### src/rtl/fp_mul_out_stage.sv
// fp_mul_out_stage: registered output stage for the combinational fp multiplier.
//   Applies special-case fix-up: signed zero wins over overflow, and overflow
//   becomes +/-inf. The fixed-up result is packed as {sign, exp, frac} and
//   buffered in a 2-entry skid FIFO with valid/ready on both sides. The stage
//   also keeps sticky exception flags and an optional count of results
//   handed downstream.
// Ports:
//   clk, rst            clock, synchronous active-high reset
//   in_valid/in_ready   upstream handshake; in_ready depends only on state
//   in_sign/exp/frac    multiplier result fields
//   in_overflow         multiplier exponent overflow
//   in_zero             an operand was zero
//   out_valid/out_ready downstream handshake
//   out_data/out_ovf    head FIFO entry and its overflow flag
//   sticky_ovf/zero     sticky exception flags, cleared by clr_sticky
//   result_cnt          results popped downstream, wrapping
// Build option:
//   FP_OUT_STAGE_CNT_EN  when defined, result_cnt is a live counter;
//                        otherwise it is tied to zero.
module fp_mul_out_stage #(
  parameter int unsigned EXP_WIDTH  = 8,
  parameter int unsigned FRAC_WIDTH = 7,
  parameter int unsigned CNT_WIDTH  = 16
) (
  input  logic                              clk,
  input  logic                              rst,
  input  logic                              in_valid,
  output logic                              in_ready,
  input  logic                              in_sign,
  input  logic [EXP_WIDTH-1:0]              in_exp,
  input  logic [FRAC_WIDTH-1:0]             in_frac,
  input  logic                              in_overflow,
  input  logic                              in_zero,
  output logic                              out_valid,
  input  logic                              out_ready,
  output logic [EXP_WIDTH+FRAC_WIDTH:0]     out_data,
  output logic                              out_ovf,
  output logic                              sticky_ovf,
  output logic                              sticky_zero,
  input  logic                              clr_sticky,
  output logic [CNT_WIDTH-1:0]              result_cnt
);

  localparam int unsigned DATA_W  = 1 + EXP_WIDTH + FRAC_WIDTH;
  localparam int unsigned DEPTH   = 2;
  localparam int unsigned COUNT_W = 2;

  // FIFO state
  logic [DATA_W-1:0]  data_q [DEPTH];
  logic [DATA_W-1:0]  data_d [DEPTH];
  logic [DEPTH-1:0]   ovf_q;
  logic [DEPTH-1:0]   ovf_d;
  logic [COUNT_W-1:0] count_q;
  logic [COUNT_W-1:0] count_d;
  logic               rd_ptr_q;
  logic               rd_ptr_d;
  logic               wr_ptr_q;
  logic               wr_ptr_d;

  // Sticky flags
  logic sticky_ovf_q;
  logic sticky_ovf_d;
  logic sticky_zero_q;
  logic sticky_zero_d;

  // Handshake and fixed-up entry
  logic              push_c;
  logic              pop_c;
  logic [DATA_W-1:0] entry_data_c;
  logic              entry_ovf_c;

  // Ready depends only on the registered occupancy, never on out_ready.
  assign in_ready  = (count_q != COUNT_W'(DEPTH));
  assign out_valid = (count_q != COUNT_W'(0));
  assign push_c    = in_valid & in_ready;
  assign pop_c     = out_valid & out_ready;

  // The head entry register drives the outputs directly.
  assign out_data    = data_q[rd_ptr_q];
  assign out_ovf     = ovf_q[rd_ptr_q];
  assign sticky_ovf  = sticky_ovf_q;
  assign sticky_zero = sticky_zero_q;

  // Special-case fix-up; a zero operand overrides an exponent overflow.
  always_comb begin
    entry_data_c = {in_sign, in_exp, in_frac};
    entry_ovf_c  = 1'b0;
    if (in_zero) begin
      entry_data_c = {in_sign, EXP_WIDTH'(0), FRAC_WIDTH'(0)};
    end else if (in_overflow) begin
      entry_data_c = {in_sign, {EXP_WIDTH{1'b1}}, FRAC_WIDTH'(0)};
      entry_ovf_c  = 1'b1;
    end
  end

  // FIFO next state: write at wr_ptr on push, advance rd_ptr on pop.
  always_comb begin
    data_d   = data_q;
    ovf_d    = ovf_q;
    count_d  = count_q;
    rd_ptr_d = rd_ptr_q;
    wr_ptr_d = wr_ptr_q;

    if (push_c) begin
      data_d[wr_ptr_q] = entry_data_c;
      ovf_d[wr_ptr_q]  = entry_ovf_c;
      wr_ptr_d         = ~wr_ptr_q;
    end
    if (pop_c) begin
      rd_ptr_d = ~rd_ptr_q;
    end

    unique case ({push_c, pop_c})
      2'b10:   count_d = count_q + COUNT_W'(1);
      2'b01:   count_d = count_q - COUNT_W'(1);
      default: count_d = count_q;
    endcase
  end

  // Sticky flags; a setting push beats a same-cycle clear.
  always_comb begin
    sticky_ovf_d  = sticky_ovf_q;
    sticky_zero_d = sticky_zero_q;
    if (clr_sticky) begin
      sticky_ovf_d  = 1'b0;
      sticky_zero_d = 1'b0;
    end
    if (push_c && entry_ovf_c) begin
      sticky_ovf_d = 1'b1;
    end
    if (push_c && in_zero) begin
      sticky_zero_d = 1'b1;
    end
  end

  // State registers
  always_ff @(posedge clk) begin
    if (rst) begin
      for (int i = 0; i < int'(DEPTH); i++) begin
        data_q[i] <= '0;
      end
      ovf_q         <= '0;
      count_q       <= '0;
      rd_ptr_q      <= 1'b0;
      wr_ptr_q      <= 1'b0;
      sticky_ovf_q  <= 1'b0;
      sticky_zero_q <= 1'b0;
    end else begin
      data_q        <= data_d;
      ovf_q         <= ovf_d;
      count_q       <= count_d;
      rd_ptr_q      <= rd_ptr_d;
      wr_ptr_q      <= wr_ptr_d;
      sticky_ovf_q  <= sticky_ovf_d;
      sticky_zero_q <= sticky_zero_d;
    end
  end

`ifdef FP_OUT_STAGE_CNT_EN
  // Count of results handed downstream, wrapping at all-ones.
  logic [CNT_WIDTH-1:0] result_cnt_q;
  logic [CNT_WIDTH-1:0] result_cnt_d;

  always_comb begin
    result_cnt_d = result_cnt_q;
    if (pop_c) begin
      result_cnt_d = result_cnt_q + CNT_WIDTH'(1);
    end
  end

  always_ff @(posedge clk) begin
    if (rst) begin
      result_cnt_q <= '0;
    end else begin
      result_cnt_q <= result_cnt_d;
    end
  end

  assign result_cnt = result_cnt_q;
`else
  assign result_cnt = '0;
`endif

endmodule

### config.mk
export PLATFORM = sky130hd
export DESIGN_NAME = fp_mul_out_stage
export DESIGN_NICKNAME = d
export VERILOG_FILES = /design/src/rtl/fp_mul_out_stage.sv
export SDC_FILE = /design/constraint.sdc
export NUM_CORES = 1
export LEC_CHECK = 0
export ABC_AREA = 1
export BUFFER_PORTS_ARGS = -buffer_cell sky130_fd_sc_hd__buf_2
export CORE_MARGIN = 2
export CORE_UTILIZATION = 52
export CTS_CLUSTER_SIZE = 8
export DETAILED_ROUTE_END_ITERATION = 8
export GPL_ROUTABILITY_DRIVEN = 0
export GPL_TIMING_DRIVEN = 0
export MAX_ROUTING_LAYER = met4
export PLACE_DENSITY = 0.88
export REMOVE_ABC_BUFFERS = 1
export SLEW_MARGIN = 20
export SYNTH_ARGS = -nofsm -noshare
export SYNTH_HDL_FRONTEND = slang
export SYNTH_SLANG_ARGS = --single-unit
### constraint.sdc
create_clock -name clk -period 1.8 [get_ports clk]
set_input_delay 0.18 -clock clk [delete_from_list [all_inputs] [get_ports clk]]
set_output_delay 0.18 -clock clk [all_outputs]
set_load 0.02 [all_outputs]
== Yosys cells after proc, flatten, opt, wreduce, memory -nomap -nowiden ==
Cells that the tools add are included.
Operators by class
  add/sub/neg operators: 2
  $lt $le $gt $ge: 6
  equality and inequality tests: 3
  mux-type cells: 19
  bitwise logic cells: 6
  reductions and logical operators: 8
Operator list (number)
  $mux 16: 4
  $bwmux 32: 1
  $mux 15: 2
  $demux 16 s1: 1
  $mux 1: 8
  $reduce_bool 2->1: 4
  $ge 2x2->1 const B: 2
  $logic_and 1x1->1: 4
  $lt 1x2->1 const B: 2
  $not 1->2: 2
  $pmux 2 s2: 1
  $add 2x1->2 const B: 1
  $and 1x1->1: 2
  $bwmux 2: 1
  $eq 2x1->1 const B: 1
  $eq 2x2->1 const B: 1
  $lt 2x1->1 const B: 1
  $ne 2x2->1 const B: 1
  $not 1->1: 2
  $sub 2x1->2 const B: 1
  $demux 1 s1: 1
  $ge 1x1->1 const B: 1
Word-level totals
  bits in registers: 40
  input port bits: 23
  output and inout bits: 37
  word-level logic and storage cells: 52

== Longest topological paths before layout ==
  depth after elaboration: 6
  gate-level depth with buffers: 8
  depth with buffers taken out: 8

== Worst setup path after synthesis ==
No wires, ideal clock.
  path type: reg2reg
  start point: register count_q[0]
  end point: register count_q[1]
  library setup time: 115 ps
  arrival: 1321 ps
  required time: 1685 ps
  path slack: 364 ps
  stages on the path, launching flop included: 8
  path buffers: 0
  clock period less this slack: 1436 ps
  cell sequence: dfxtp_1 inv_2 nand2_4 nand2_1 ha_1 or2_2 a21oi_1 nor2_1
Between the ends
  word-level cells in the longest chain between the ends: 4
  elaborated cells on any way between the ends: 10
  classes of those cells: 2 x add/sub; 3 x eq/ne; 1 x mux; 2 x bitwise; 2 x reduce/logical
Ends and longest elaborated chain
  from (decl): RTL line 53  | logic [COUNT_W-1:0] count_q;
  from (signal assigned): RTL line 151  | count_q <= count_d;
  $ne 2x2->1 (*): RTL line 73  | assign in_ready = (count_q != COUNT_W'(DEPTH));
  via in_ready: RTL line 28  | output logic in_ready,
  $and 1x1->1 (*): RTL line 75  | assign push_c = in_valid & in_ready;
  $eq 2x1->1 or $eq 2x2->1 (tied branches): RTL line 113  | unique case ({push_c, pop_c})
  $pmux 2 s2 or $reduce_bool 2->1 (tied branches)
The timed path passes the listed nets; every way through them passes the cells marked *.
A chain may end at the register's enable or synchronous reset.

== Worst setup path in the final report ==
  start point: register rd_ptr_q
  end point: output out_data[5]
Between the ends
  word-level cells in the longest chain between the ends: 4
Ends and longest elaborated chain
  from (decl): RTL line 55  | logic rd_ptr_q;
  from (signal assigned): RTL line 152  | rd_ptr_q <= rd_ptr_d;
  $not 1->2 (not written as such): RTL line 79  | assign out_data = data_q[rd_ptr_q];
  $mux 16 (not written as such) (3 in series): RTL line 79
  to (decl): RTL line 36  | output logic [EXP_WIDTH+FRAC_WIDTH:0] out_data,
Every way passes these cells. The select of a mux whose other input is x is not followed.

==> run summary <==
crit-path max cell delay = 710 ps
largest net degree at the start of global routing = 37
critical path endpoint category = primary output
Num CTS Buffers = 5
number of nets with antenna violations after routing = 0
crit path max-delay cell type = dfxtp_2
CTS H-tree lvls = 2
share of layout cells above drive strength 1 = 16.4%
Final Max Slew Viols = 0
fin cells = 423
top post-synthesis cells by area = dfxtp_1 38%, nand2_1 20%, nor2_1 13%, inv_1 6.5%, buf_4 5.6%
pwr dens = 1180 nW/µm²
post_cts resized = 1
async set-reset flop share out of synthesis = 0%
Sinks on Clock Net = 40
Tightest Pin Transition = 1010 ps
top-count cell post-synth = nand2_1
Placed Instances = 415
fill count = 417
clock buffer depth = 2
Seq/Total Area, Yosys = 37.6%
Required @ worst endpoint = 1620 ps
yosys warns = 0
synthesized area per cell = 6.28 µm²
Synth top area share = 37.6%
# setup viols final = 0
Overflow after GRT = 0
drt total wl = 4250 µm
via/cell ratio = 4.59
Final TNS setup = 0 ps
die width = 68.0 µm
TritonRoute pass-1 iters = 4
Total GRT Usage = 21.3%
Setup WS pre-CTS = 66.8 ps
WP buf/inv = 1
Setup WS post-layout = 183 ps
Max VDD drop = 0.450 mV
worst-path cell chain = nand2_1 > o21ai_0 > buf_2
# port buffers = 43
cts hold-fix bufs = 0
Setup Crit Path Kind = flip-flop to primary output
first-pass GRT wire length = 7190 µm
nets = 396
worst-case clock skew = 7.11 ps
die area = 4620 µm²
Worst Path Arrival = 1440 ps
status = completed
final hold violation count = 0
maximum clock frequency = 0.619 GHz
WHS = 125 ps
P&R area growth vs syn = 9.69%
postcts setup bufs = 0
leak pwr = 0.00131 µW
CTS root buf = clkbuf_8
Hold WC Path Type = primary input to flip-flop
row cnt = 23
vias in the first global route = 1735
most area-hungry cell type in the Yosys netlist = dfxtp_1
number of synthesized flops with an enable pin = 0
Tmin final = 1620 ps
total number of vias = 1941
die height = 68.0 µm
Ports = 60
ant diodes = 0
post-detail-place hpwl = 2820 µm
Crit Path Max Fanout = 36
Reg clk slew, reported paths = 80 ps
Starting Density = 53.6%
unrepaired setup endpoints after global routing = no
top cells by count, synth = 114 x nand2_1, 75 x nor2_1, 40 x dfxtp_1, 37 x inv_1, 17 x o21ai_0
count of cell types in the netlist = 22
delay-heaviest family, CP = flip-flops
initial DRC count = 163
crit start category = flip-flop
total area of sequential cells = 802 µm²
cell area after synthesis = 2130 µm²
Skew-Pair Late Insertion Delay = 290 ps
drc violations = 0
area of the multi-input gates = 1020 µm²
Slew HR = 32.7%
Syn Inst Count = 339
#FFs+latches synth = 40
final worst-path cycle share = 89.8%
top_reg_cell synth = dfxtp_1
max-cap violations = 0
CTS tree = yes
initial antenna violation count = 0
average wire per standard cell = 10.0 µm
core area = 3970 µm²
final core occ = 58.8%
## final cells by class
| cell class | count | area share [%] |
|---|---|---|
| Tap cell | 50 | 2.68 |
| Inverter | 39 | 6.27 |
| Clock buffer | 6 | 3.54 |
| Clock inverter | 2 | 0.428 |
| Timing Repair Buffer | 43 | 9.21 |
| Multi-Input combinational cell | 243 | 43.5 |
| Sequential cell | 40 | 34.3 |
## per-layer routing
metal	track usage, %	part of all wire (%)
met5	-	0
met4	8.25	1.5
met3	4.93	5.0
met2	36.2	48
met1	24.3	45
## sequential cells by signal (all words and copies together) (netlist names)
signal       flops
sticky_ovf       1
rd_ptr_q         1
data_q          32
wr_ptr_q         1
ovf_q            2
count_q          2
sticky_zero      1
## cells by family after synthesis
kind of cell	share of synthesized area, %
AND/OR/NAND/NOR	38.0
buffers and inverters	17.3
flip-flops	37.6
AO/OA/AOI/OAI	5.93
XOR/XNOR	0.411
adder cells (fa/ha/maj)	0.587
other	0.176
## cells in the final DEF, fill, tap and decap left out, types with 2 or more instances in the layout
master,synthesis,routed
a21oi_1,5,5
buf_2,9,43
clkbuf_8,0,6
clkinv_2,0,2
conb_1,1,16
dfxtp_1,40,39
inv_1,37,37
inv_2,2,2
nand2_1,114,114
nand3_1,2,2
nand3_4,2,2
nand4_1,4,4
nor2_1,75,75
o21ai_0,17,17
or2_2,2,2
## stage by stage
| stage | area, µm² | power [µW] |
|---|---|---|
| global placement | 2240 | 2130 |
| detailed placement | 2240 | 2170 |
| floorplan | 1960 | 1880 |
| global route | 2340 | 2990 |
| finish | 2340 | 2760 |
| CTS | 2340 | 2790 |
## tightest hold or removal path: cells and delay by family
| kind | cells | cell delay [ps] |
|---|---|---|
| buf+inv | 1 | 90 |
| simple gates | 2 | 120 |
## path summary, 6_finish.rpt
check	to	startpoint	slack, ps	cells past startpoint
setup / recovery	out_data[5]	rd_ptr_q	180	3
setup reg to reg	count_q[1]	count_q[0]	290	7
hold reg to reg	data_q[15]	data_q[15]	480	2
hold / removal	data_q[31]	in_sign	120	3
## where the power goes
| part | switching, µW | internal (µW) | total, µW |
|---|---|---|---|
| registers | 140 | 1040 | 1180 |
| logic | 640 | 327 | 967 |
| clock network | 304 | 306 | 610 |
| total | 1080 | 1670 | 2760 |
Power figures use the tool's default switching activity.
